`config.mk`:
```
export PLATFORM = sky130hd
export DESIGN_NAME = pc_gen_flat
export DESIGN_NICKNAME = d
export VERILOG_FILES = /design/src/rtl/pc_gen_if.sv /design/src/rtl/pc_gen.sv /design/src/flat_wrapper.sv
export SDC_FILE = /design/constraint.sdc
export NUM_CORES = 1
export LEC_CHECK = 0
export ABC_AREA = 1
export CELL_PAD_IN_SITES_DETAIL_PLACEMENT = 1
export CELL_PAD_IN_SITES_GLOBAL_PLACEMENT = 1
export CORE_MARGIN = 2
export CORE_UTILIZATION = 41
export DETAILED_ROUTE_END_ITERATION = 10
export PLACE_DENSITY_LB_ADDON = 0.1
export SLEW_MARGIN = 20
export SYNTH_ARGS = -nofsm -noshare
export SYNTH_HDL_FRONTEND = slang
export SYNTH_SLANG_ARGS = --single-unit
```
`constraint.sdc`:
```
create_clock -name clk -period 4.17 [get_ports clk]
set_input_delay 0.834 -clock clk [delete_from_list [all_inputs] [get_ports clk]]
set_output_delay 0.834 -clock clk [all_outputs]
set_load 0.02 [all_outputs]
```
`src/rtl/pc_gen_if.sv`:
```
// rtl/pc_gen_if.sv - fetch-control inputs and PC/RAS status outputs of pc_gen
interface pc_gen_if #(
  parameter int XLEN = 32
);
  logic            hold;
  logic            trap_valid;
  logic [XLEN-1:0] trap_vect;
  logic            redir_valid;
  logic [XLEN-1:0] redir_vect;
  logic            call_push;
  logic            ret_pop;
  logic [XLEN-1:0] pc;
  logic            pc_valid;
  logic            misalign_err;
  logic            ras_empty;
  logic            ras_full;

  modport master (
    output hold, trap_valid, trap_vect, redir_valid, redir_vect, call_push, ret_pop,
    input  pc, pc_valid, misalign_err, ras_empty, ras_full
  );

  modport slave (
    input  hold, trap_valid, trap_vect, redir_valid, redir_vect, call_push, ret_pop,
    output pc, pc_valid, misalign_err, ras_empty, ras_full
  );
endinterface

```
`src/rtl/pc_gen.sv`:
```
// rtl/pc_gen.sv - next-PC generator: step, stall, redirect, trap, RAS return prediction
// Misaligned redirect/return targets park the FSM in FAULT until a trap is taken.
module pc_gen #(
  parameter int              XLEN         = 32,
  parameter logic [XLEN-1:0] RESET_VECTOR = '0,
  parameter int              INC          = 4,
  parameter int              RAS_DEPTH    = 4
) (
  input logic     clk,
  input logic     rst_n,
  pc_gen_if.slave bus
);
  localparam int PW = $clog2(RAS_DEPTH);

  typedef enum logic [1:0] {BOOT, RUN, FAULT} state_t;

  state_t          state, state_next;
  logic [XLEN-1:0] pc_q, pc_next, seq_pc, trap_pc, ras_top;
  logic [PW:0]     count, count_next;
  logic [PW-1:0]   ptr, ptr_next, top_idx, ras_widx;
  logic            ras_we, pop_ok, valid_q, err_q;
  logic [XLEN-1:0] ras [RAS_DEPTH];

  assign seq_pc  = pc_q + XLEN'(INC);
  assign trap_pc = bus.trap_vect & ~XLEN'(3);
  assign top_idx = ptr - PW'(1);
  assign ras_top = ras[top_idx];
  assign pop_ok  = bus.ret_pop && (count != '0);

  assign bus.pc           = pc_q;
  assign bus.pc_valid     = valid_q;
  assign bus.misalign_err = err_q;
  assign bus.ras_empty    = (count == '0);
  assign bus.ras_full     = (count == (PW+1)'(RAS_DEPTH));

  always_ff @(posedge clk) begin
    if (!rst_n) state <= BOOT;
    else        state <= state_next;
  end

  always_comb begin
    state_next = state;
    pc_next    = pc_q;
    count_next = count;
    ptr_next   = ptr;
    ras_we     = 1'b0;
    ras_widx   = ptr;
    case (state)
      BOOT: state_next = RUN;
      RUN: begin
        if (bus.trap_valid) begin
          pc_next    = trap_pc;
          count_next = '0;
        end else if (bus.redir_valid) begin
          if (|bus.redir_vect[1:0]) state_next = FAULT;
          else                      pc_next    = bus.redir_vect;
        end else if (!bus.hold) begin
          if (pop_ok) begin
            if (|ras_top[1:0]) state_next = FAULT;
            else               pc_next    = ras_top;
          end else begin
            pc_next = seq_pc;
          end
          // Push+pop replaces the top in place; a push when full wraps onto the oldest slot.
          if (bus.call_push && pop_ok) begin
            ras_we   = 1'b1;
            ras_widx = top_idx;
          end else if (bus.call_push) begin
            ras_we   = 1'b1;
            ptr_next = ptr + PW'(1);
            if (count != (PW+1)'(RAS_DEPTH)) count_next = count + 1'b1;
          end else if (pop_ok) begin
            ptr_next   = top_idx;
            count_next = count - 1'b1;
          end
        end
      end
      FAULT: begin
        if (bus.trap_valid) begin
          pc_next    = trap_pc;
          count_next = '0;
          state_next = RUN;
        end
      end
      default: state_next = BOOT;
    endcase
  end

  always_ff @(posedge clk) begin
    if (!rst_n) begin
      pc_q    <= RESET_VECTOR;
      count   <= '0;
      ptr     <= '0;
      valid_q <= 1'b0;
      err_q   <= 1'b0;
    end else begin
      pc_q    <= pc_next;
      count   <= count_next;
      ptr     <= ptr_next;
      valid_q <= (state_next == RUN);
      err_q   <= (state_next == FAULT);
    end
  end

  always_ff @(posedge clk) begin
    if (rst_n && ras_we) ras[ras_widx] <= seq_pc;
  end
endmodule

```
`src/flat_wrapper.sv`:
```
// flat-port wrapper written by rule: the top's interface ports become plain ports
module pc_gen_flat 
#(
  parameter int              XLEN         = 32,
  parameter logic [XLEN-1:0] RESET_VECTOR = '0,
  parameter int              INC          = 4,
  parameter int              RAS_DEPTH    = 4
)
  (clk, rst_n, bus_hold, bus_trap_valid, bus_trap_vect, bus_redir_valid, bus_redir_vect, bus_call_push, bus_ret_pop, bus_pc, bus_pc_valid, bus_misalign_err, bus_ras_empty, bus_ras_full);
  pc_gen_if #(.XLEN(XLEN)) bus_i ();
  input logic clk;
  input logic rst_n;
  input wire logic [$bits(bus_i.hold)-1:0] bus_hold;
  input wire logic [$bits(bus_i.trap_valid)-1:0] bus_trap_valid;
  input wire logic [$bits(bus_i.trap_vect)-1:0] bus_trap_vect;
  input wire logic [$bits(bus_i.redir_valid)-1:0] bus_redir_valid;
  input wire logic [$bits(bus_i.redir_vect)-1:0] bus_redir_vect;
  input wire logic [$bits(bus_i.call_push)-1:0] bus_call_push;
  input wire logic [$bits(bus_i.ret_pop)-1:0] bus_ret_pop;
  output wire logic [$bits(bus_i.pc)-1:0] bus_pc;
  output wire logic [$bits(bus_i.pc_valid)-1:0] bus_pc_valid;
  output wire logic [$bits(bus_i.misalign_err)-1:0] bus_misalign_err;
  output wire logic [$bits(bus_i.ras_empty)-1:0] bus_ras_empty;
  output wire logic [$bits(bus_i.ras_full)-1:0] bus_ras_full;
  assign bus_i.hold = bus_hold;
  assign bus_i.trap_valid = bus_trap_valid;
  assign bus_i.trap_vect = bus_trap_vect;
  assign bus_i.redir_valid = bus_redir_valid;
  assign bus_i.redir_vect = bus_redir_vect;
  assign bus_i.call_push = bus_call_push;
  assign bus_i.ret_pop = bus_ret_pop;
  assign bus_pc = bus_i.pc;
  assign bus_pc_valid = bus_i.pc_valid;
  assign bus_misalign_err = bus_i.misalign_err;
  assign bus_ras_empty = bus_i.ras_empty;
  assign bus_ras_full = bus_i.ras_full;
  pc_gen #(.XLEN(XLEN), .RESET_VECTOR(RESET_VECTOR), .INC(INC), .RAS_DEPTH(RAS_DEPTH)) u_core (.clk(clk), .rst_n(rst_n), .bus(bus_i));
endmodule
```
[Word-level counts from Yosys, hierarchy flattened]
Memory sizes are Yosys's and may differ from the RTL's.
Index checks and enable logic that the tools add are counted.
Word-level totals
  bits in writable memories: 128
  memories kept: 1
  output and inout bits: 36
  logic and storage cells: 84
  flip-flop bits (word level): 41
  bits of input ports: 71
Cells by class
  bitwise operators: 4
  add/subtract/negate cells: 5
  reduce and logical (&&, ||, !) cells: 13
  muxes and demuxes: 40
  eq/ne operators: 15
Memory list
  u_core.ras: words 4, width 32, rd ports 1, clocked after memory_dff 0, write ports 1, RTL line pc_gen.sv:22  | logic [XLEN-1:0] ras [RAS_DEPTH];
Operator list (number)
  two-way mux 32 bit: 7
  one-hot mux 32 bit (2 select lines): 1
  adder 32 x 3 -> 32 bit, second input constant: 1
  two-way mux 2 bit: 14
  two-way mux 3 bit: 8
  != test 3 bit, second input constant: 4
  two-way mux 1 bit: 8
  != test 4 x 3 -> 1 bit, second input constant: 2
  != test 4 bit, second input constant: 2
  AND reduction 7 bit: 1
  one-hot mux 2 bit (3 select lines): 1
  one-hot mux 3 bit (2 select lines): 1
  AND reduction 6 bit: 1
  != test 5 bit, second input constant: 1
  AND reduction 5 bit: 1
  == test 2 x 1 -> 1 bit, second input constant: 2
  == test 2 bit, second input constant: 2
  NOT 1 bit: 4
  nonzero test 2 bit: 2
  OR reduction 2 bit: 2
  adder 3 x 1 -> 3 bit, second input constant: 1
  == test 3 bit, second input constant: 1
  logical AND 1 bit: 3
  logical NOT 3 bit: 1
  other kinds (6): 6

[Depth between registers and ports, before layout]
Gate-level depths: netlist of run 1.
  depth in word-level cells: 11
  gate-level depth with buffers: 14
  mapped depth without buffers: 13

[Worst setup path before layout of run 1]
OpenSTA, ideal clock, no wires.
  path kind: input port to flip-flop
  from: input bus_trap_valid
  to: memory u_core.ras[1][0] (enable)
  library setup time: 421 ps
  stages on the path: 8
  arrival time: 3124 ps
  buffers on the path: 1
  setup slack: 625 ps
  data required time: 3749 ps
  cells stage by stage: nor2_1 -> inv_2 -> nor2_1 -> buf_4 -> nand4_1 -> xor2_1 -> inv_1 -> nor2_1
On the way
  word-level cells in the longest chain between the ends: 5
  elaborated cells on any way between the ends: 7
  classes of those cells: 6 x mux; 1 x reduce/logical
RTL lines
  from (decl): RTL line flat_wrapper.sv:14  | input wire logic [$bits(bus_i.trap_valid)-1:0] bus_trap_valid;
  two-way mux 1 bit: RTL line pc_gen.sv:51  | if (bus.trap_valid) begin
  two-way mux 1 bit: RTL line pc_gen.sv:48  | case (state)
  logical AND 1 bit: RTL line pc_gen.sv:106  | if (rst_n && ras_we) ras[ras_widx] <= seq_pc;
  two-way mux 1 bit: RTL line pc_gen.sv:106
  two-way mux 1 bit (implied by the code): RTL line pc_gen.sv:106
  to (decl): RTL line pc_gen.sv:22
Parallel ways exist; a longest one is shown, timed or not.

[Worst setup path in the final report of run 1]
  from: input bus_trap_valid
  to: memory u_core.ras[1][24] (enable)
The elaborated chain is that of the path after synthesis.

==> impl_metrics.yaml, run 1 <==
outcome:
  outcome: "complete, no violations"
die:
  io_pins: 107
  dieArea_sq_um: 22100
  die_w_microns: 149
  start_util_pct: 42.1
  die_h_microns: 149
  rows: 52
  core_sq_um: 20400
timing:
  fmax_mhz: 332
  finClkSkew_ps: 12.1
  finalHoldViolCount: 0
  relSlewSlack_pct: 45.8
  worst_hold_slack_ps: 516
  worst_pin_slew_ps: 812
  period_share_pct: 72.1
  setup-violations-final: 0
  setup_ws_ps: 1160
  fin_tns_setup_ps: 0
  final.min_clock_period_ps: 3010
  rsz0062_at_grt: "false"
  slew_violations: 0
place:
  dpl_worst_slack_ps: 794
  dp_cells: 1440
  place_congestion: 0.910
  hpwl_microns: 18800
  port_buffers: 104
synth:
  synth_area_leaders: "edfxtp_1, nand2_1, dfxtp_1"
  yosysMostFrequentCell: "nand2_1"
  synth_cell_types: 34
  synth_sequential_area_ratio_pct: 54.4
  synth_top_area_share_pct: 44.8
  synth_area_per_cell_sq_um: 7.89
  syn-num-nets: 1164
  yosys.area.top_type: "edfxtp_1"
  synth-edff-count: 128
  async_flop_share_pct: 0
  synth-seq-cells: 169
  syn_inst: 1087
  syn-cell-area_sq_um: 8580
  synthTopCellsByCount: "nand2_1, nor2_1, edfxtp_1, inv_1, nand3_1"
  ys.flop_type: "edfxtp_1"
  ys_warn_count: 0
setup_path:
  critical_path_arrival_ps: 3100
  worstSetupEndpointType: "register"
  r2r_start: "u_core.ptr[0]$_SDFFE_PN0P_"
  worstSetupPathType: "in -> reg"
  startpoint: "bus_trap_valid"
  cp.required_ps: 4260
  cp_max_fo: 21
  worstSetupEndpoint: "u_core.ras[1][24]$_DFFE_PP_"
  rr_endpoint: "u_core.bus.pc[5]$_SDFFE_PN0P_"
  rr_worst_depth: 12
  r2r_slack_ps: 1320
  cp-start-kind: "primary input"
global_routing:
  gr-total-overflow: 0
  use_met3_pct: 3.99
  grt_busiest_layer: "met2"
  grt_max_degree: 45
  grt_pass1_wl_microns: 43700
  grt_use_total_pct: 26.4
  met2_usage_pct: 44.2
  antenna_found_initial: 0
  use_met1_pct: 36.2
  grt_pass1_vias: 7889
clock_tree:
  clk_pin_slew_worst_paths_ps: 70
  cts_tree: "built"
  cts-htree-levels: 4
  max-clock-path-buffers: 2
  insertion_delay_ps: 440
  cts_buffers: 17
  root_buffer: "clkbuf_16"
  cts_sinks: 169
  cts_setup_buffers: 0
  cts_resized: 0
  ctsHoldBuffers: 0
pwr:
  power_density_nw_per_um2: 397
  cellLeakagePower_nw: 4.31
  peakVddDrop_uv: 304
detailed_routing:
  drtIter0Drc: 389
  vias: 7614
  wl_microns: 28200
  wl_per_cell_microns: 19.1
  drtPass1Iterations: 5
  drc: 0
  ant_nets: 0
  via_per_inst: 5.17
min_path:
  hold_path_class: "reg -> reg"
cells_and_area:
  utilization_pct: 51.4
  drive_gt1_share_pct: 5.91
  diodes: 0
  area_delta_synth_final_pct: 22.1
  final_cell_count_no_fill: 1472
  num-nets-final: 1266
flow_run:
  drv_cap: 0
## layout make-up
| class | count | area, sq um |
|---|---|---|
| Inverter | 72 | 270 |
| Clock inverter | 15 | 131 |
| Timing Repair Buffer | 125 | 1210 |
| Multi-Input combinational cell | 804 | 3430 |
| Sequential cell | 169 | 4660 |
| Clock buffer | 17 | 425 |
| Fill cell | 2470 | 9890 |
| Tap cell | 270 | 338 |
## state kept, by name (all words and copies together), names as in the netlist
register	flops
u_core.bus.misalign_err	1
u_core.state	2
u_core.ptr	2
u_core.bus.pc	32
u_core.count	3
u_core.ras	128
u_core.bus.pc_valid	1
## metrics by stage
stage | cell area (sq um) | power [mW]
after floorplan | 8580 | 2.35
after global placement | 9920 | 2.64
after detailed placement | 9920 | 2.65
after CTS | 10500 | 4.17
after global routing | 10500 | 4.30
final | 10500 | 4.16
## per-layer routing
| metal | part of all wire [%] | vias to the layer above |
|---|---|---|
| met3 | 5.0 | 30 |
| met2 | 47 | 204 |
| met5 | 0 | - |
| li1 | - | 3668 |
| met4 | 1.5 | 0 |
| met1 | 46 | 3712 |
## cells in the final DEF, fill, tap and decap left out, types with 3 or more instances in the layout
master / n
ha_1: 5
nor3_2: 3
nor3_1: 4
nand3_1: 66
a21oi_1: 25
a22oi_1: 6
inv_6: 5
clkdlybuf4s50_1: 104
inv_1: 67
a21boi_0: 5
edfxtp_1: 128
nor2_2: 8
nor2_1: 126
o21ai_0: 10
xor2_1: 12
and2_1: 4
nand4_1: 7
inv_8: 4
clkbuf_16: 17
o21ai_1: 8
xnor2_1: 3
clkinvlp_4: 5
inv_2: 4
nand2_1: 504
dfxtp_1: 41
buf_4: 20
## power breakdown
part / internal (mW) / total (mW) / switching (mW)
Sequential: 1.88 / 1.96 / 0.0806
Combinational: 0.254 / 0.660 / 0.407
Clock: 0.786 / 1.54 / 0.750
## how the worst min path moves through the flow
stage,depth (start not counted),slack (ps),startpoint,end
after floorplan,2,460,u_core.bus.pc[0]$_SDFFE_PN0P_,u_core.bus.pc[0]$_SDFFE_PN0P_
after CTS,2,520,u_core.count[1]$_SDFFE_PN0P_,u_core.count[1]$_SDFFE_PN0P_
after global placement,2,490,u_core.count[2]$_SDFFE_PN0P_,u_core.count[2]$_SDFFE_PN0P_
after detailed placement,2,510,u_core.count[2]$_SDFFE_PN0P_,u_core.count[2]$_SDFFE_PN0P_
after global routing,2,530,u_core.count[2]$_SDFFE_PN0P_,u_core.count[2]$_SDFFE_PN0P_
final,2,520,u_core.count[1]$_SDFFE_PN0P_,u_core.count[1]$_SDFFE_PN0P_
## kinds of logic after synthesis
group | share of synthesized area, %
buffers and inverters | 5.78
DFF | 54.4
AOI/OAI and AO/OA | 3.65
xor gates and xnor gates | 1.53
adders and majority gates | 0.963
and+or+nand+nor | 33.7
## critical path, stage by stage
cell             delay (ps)
clkdlybuf4s50_1         510
nor2_1                  280
inv_2                   120
nor2_2                  210
nand4_1                 140
xor2_1                  330
inv_1                   140
nor2_2                  150
buf_4                   370
Note: power is estimated with default switching activity, not from simulation.
==> inputs of run 2 (changes only) <==
clock period = 3.14 ns   (was 4.17 ns; I/O delays follow)
==> run 2 against run 1 <==
- count of clock-buffer cells in the layout is the same
- clock skew grew 0.78 ps
- total power grew 34%
- utilization grew 0.63 points
- critical path type unchanged
- hold slack gained 5.5 ps
==> impl_metrics.yaml, run 2 (synthesis gave the netlist of run 1 again) <==
setup_path:
  cp.required_ps: 3260
  worstSetupEndpoint: "u_core.ras[1][13]$_DFFE_PP_"
  r2r_start: "u_core.state[1]$_SDFF_PN0_"
  worstSetupPathType: "in -> reg"
  cp_max_fo: 12
  cp-start-kind: "primary input"
  worstSetupEndpointType: "register"
  startpoint: "bus_trap_valid"
  critical_path_arrival_ps: 2730
  rr_endpoint: "u_core.ras[3][15]$_DFFE_PP_"
  rr_worst_depth: 9
  r2r_slack_ps: 700
pwr:
  p_int_mw: 3.91
  p_seq_share_pct: 46.8
  clkPwrFrac_pct: 37.0
  finalPower_mw: 5.57
  cellLeakagePower_nw: 4.39
  netSwitchingFraction_pct: 29.8
  power_density_nw_per_um2: 525
  power.switching_mw: 1.66
  peakVddDrop_uv: 363
  combPwrFrac_pct: 16.2
die:
  die_w_microns: 149
  io_pins: 107
  dieArea_sq_um: 22100
  die_h_microns: 149
  start_util_pct: 42.1
  rows: 52
  core_sq_um: 20400
clock_tree:
  root_buffer: "clkbuf_16"
  cts_sinks: 169
  cts_buffers: 17
  cts_resized: 0
  insertion_delay_ps: 430
  clk_pin_slew_worst_paths_ps: 70
  cts-htree-levels: 4
  cts_setup_buffers: 0
  max-clock-path-buffers: 2
  ctsHoldBuffers: 0
  cts_tree: "built"
place:
  port_buffers: 104
  hpwl_microns: 19600
  dpl_worst_slack_ps: 168
  placed_area_sq_um: 10000
  place_congestion: 0.893
  dp_cells: 1450
timing:
  rsz0062_at_grt: "false"
  final.min_clock_period_ps: 2610
  fin_tns_setup_ps: 0
  fmax_mhz: 383
  worst_pin_slew_ps: 922
  setup_ws_ps: 532
  worst_hold_slack_ps: 522
  period_share_pct: 83.1
  finClkSkew_ps: 12.8
  slew_violations: 0
  setup-violations-final: 0
  finalHoldViolCount: 0
  relSlewSlack_pct: 38.5
global_routing:
  grt_pass1_wl_microns: 44100
  grt_use_total_pct: 26.5
  grt_pass1_vias: 7993
  gr-total-overflow: 0
  antenna_found_initial: 0
  grt_max_degree: 38
detailed_routing:
  drc: 0
  vias: 7719
  drtIter0Drc: 534
  via_per_inst: 5.21
  drtPass1Iterations: 5
  wl_per_cell_microns: 19.2
  wl_microns: 28400
  ant_nets: 0
flow_run:
  drv_cap: 0
cells_and_area:
  largest_register_ffs: 128
  area_delta_synth_final_pct: 23.6
  largest-register: "u_core.ras"
  utilization_pct: 52.1
  final_cell_mix: "nand2_1, edfxtp_1, nor2_1, clkdlybuf4s50_1, inv_1"
  num-fill-cells: 2503
  fin_area_sq_um: 10600
  num-nets-final: 1276
  drive_gt1_share_pct: 6.68
  final_cell_count_no_fill: 1482
  diodes: 0
  layout_commonest_cell: "nand2_1"
min_path:
  hold_path_class: "reg -> reg"
outcome:
  outcome: "complete, no violations"
==> run 2: cell types whose count changed in the layout (fill, tap and decap cells not counted), sizes merged <==
cell | previous run | this run
clkinv | 2 | 6
buf | 21 | 31
clkinvlp | 5 | 1
==> run 2: layout make-up <==
cell class                 instances  area [sq um]  share of cell area, %
multi-input combinational        804          3430                   32.4
timing repair buffer             135          1320                   12.5
tap                              270           338                   3.19
clock buffer                      17           425                   4.01
sequential                       169          4660                   44.0
clock inverter                    15           146                   1.38
inverter                          72           270                   2.55
==> run 2: worst min-delay path by stage <==
| stage | start | endpoint | cells after the start |
|---|---|---|---|
| 2_1_floorplan | u_core.bus.pc[0]$_SDFFE_PN0P_ | u_core.bus.pc[0]$_SDFFE_PN0P_ | 2 |
| 3_3_place_gp | u_core.count[1]$_SDFFE_PN0P_ | u_core.count[1]$_SDFFE_PN0P_ | 2 |
| 3_5_place_dp | u_core.count[1]$_SDFFE_PN0P_ | u_core.count[1]$_SDFFE_PN0P_ | 2 |
| 4_1_cts | u_core.count[1]$_SDFFE_PN0P_ | u_core.count[1]$_SDFFE_PN0P_ | 2 |
| 5_1_grt | u_core.count[1]$_SDFFE_PN0P_ | u_core.count[1]$_SDFFE_PN0P_ | 2 |
| 6_report | u_core.count[1]$_SDFFE_PN0P_ | u_core.count[1]$_SDFFE_PN0P_ | 2 |
==> run 2: worst max-delay path: stages <==
cell	delay, ps
clkdlybuf4s50_1	420
nor2_1	270
inv_2	130
nor2_2	260
nand4_1	150
xor2_1	250
inv_1	130
nor2_2	210
buf_4	270
==> run 2: power groups by stage <==
stage               Clock, mW  Sequential [mW]  Combinational [mW]
finish                   2.06             2.61               0.900
detailed placement          0             2.65               0.888
floorplan                   0             2.67               0.444
CTS                      2.09             2.61               0.902
global route             2.17             2.61               0.994
global placement            0             2.65               0.864
==> run 2: layer usage <==
metal | vias to the layer above | routed length [microns] | global-route usage (%)
met1 | 3815 | 13000 | 35.7
met4 | 0 | 342 | 6.05
met2 | 180 | 13700 | 45.4
met3 | 30 | 1380 | 3.96
met5 | - | 0 | 0
li1 | 3694 | - | -
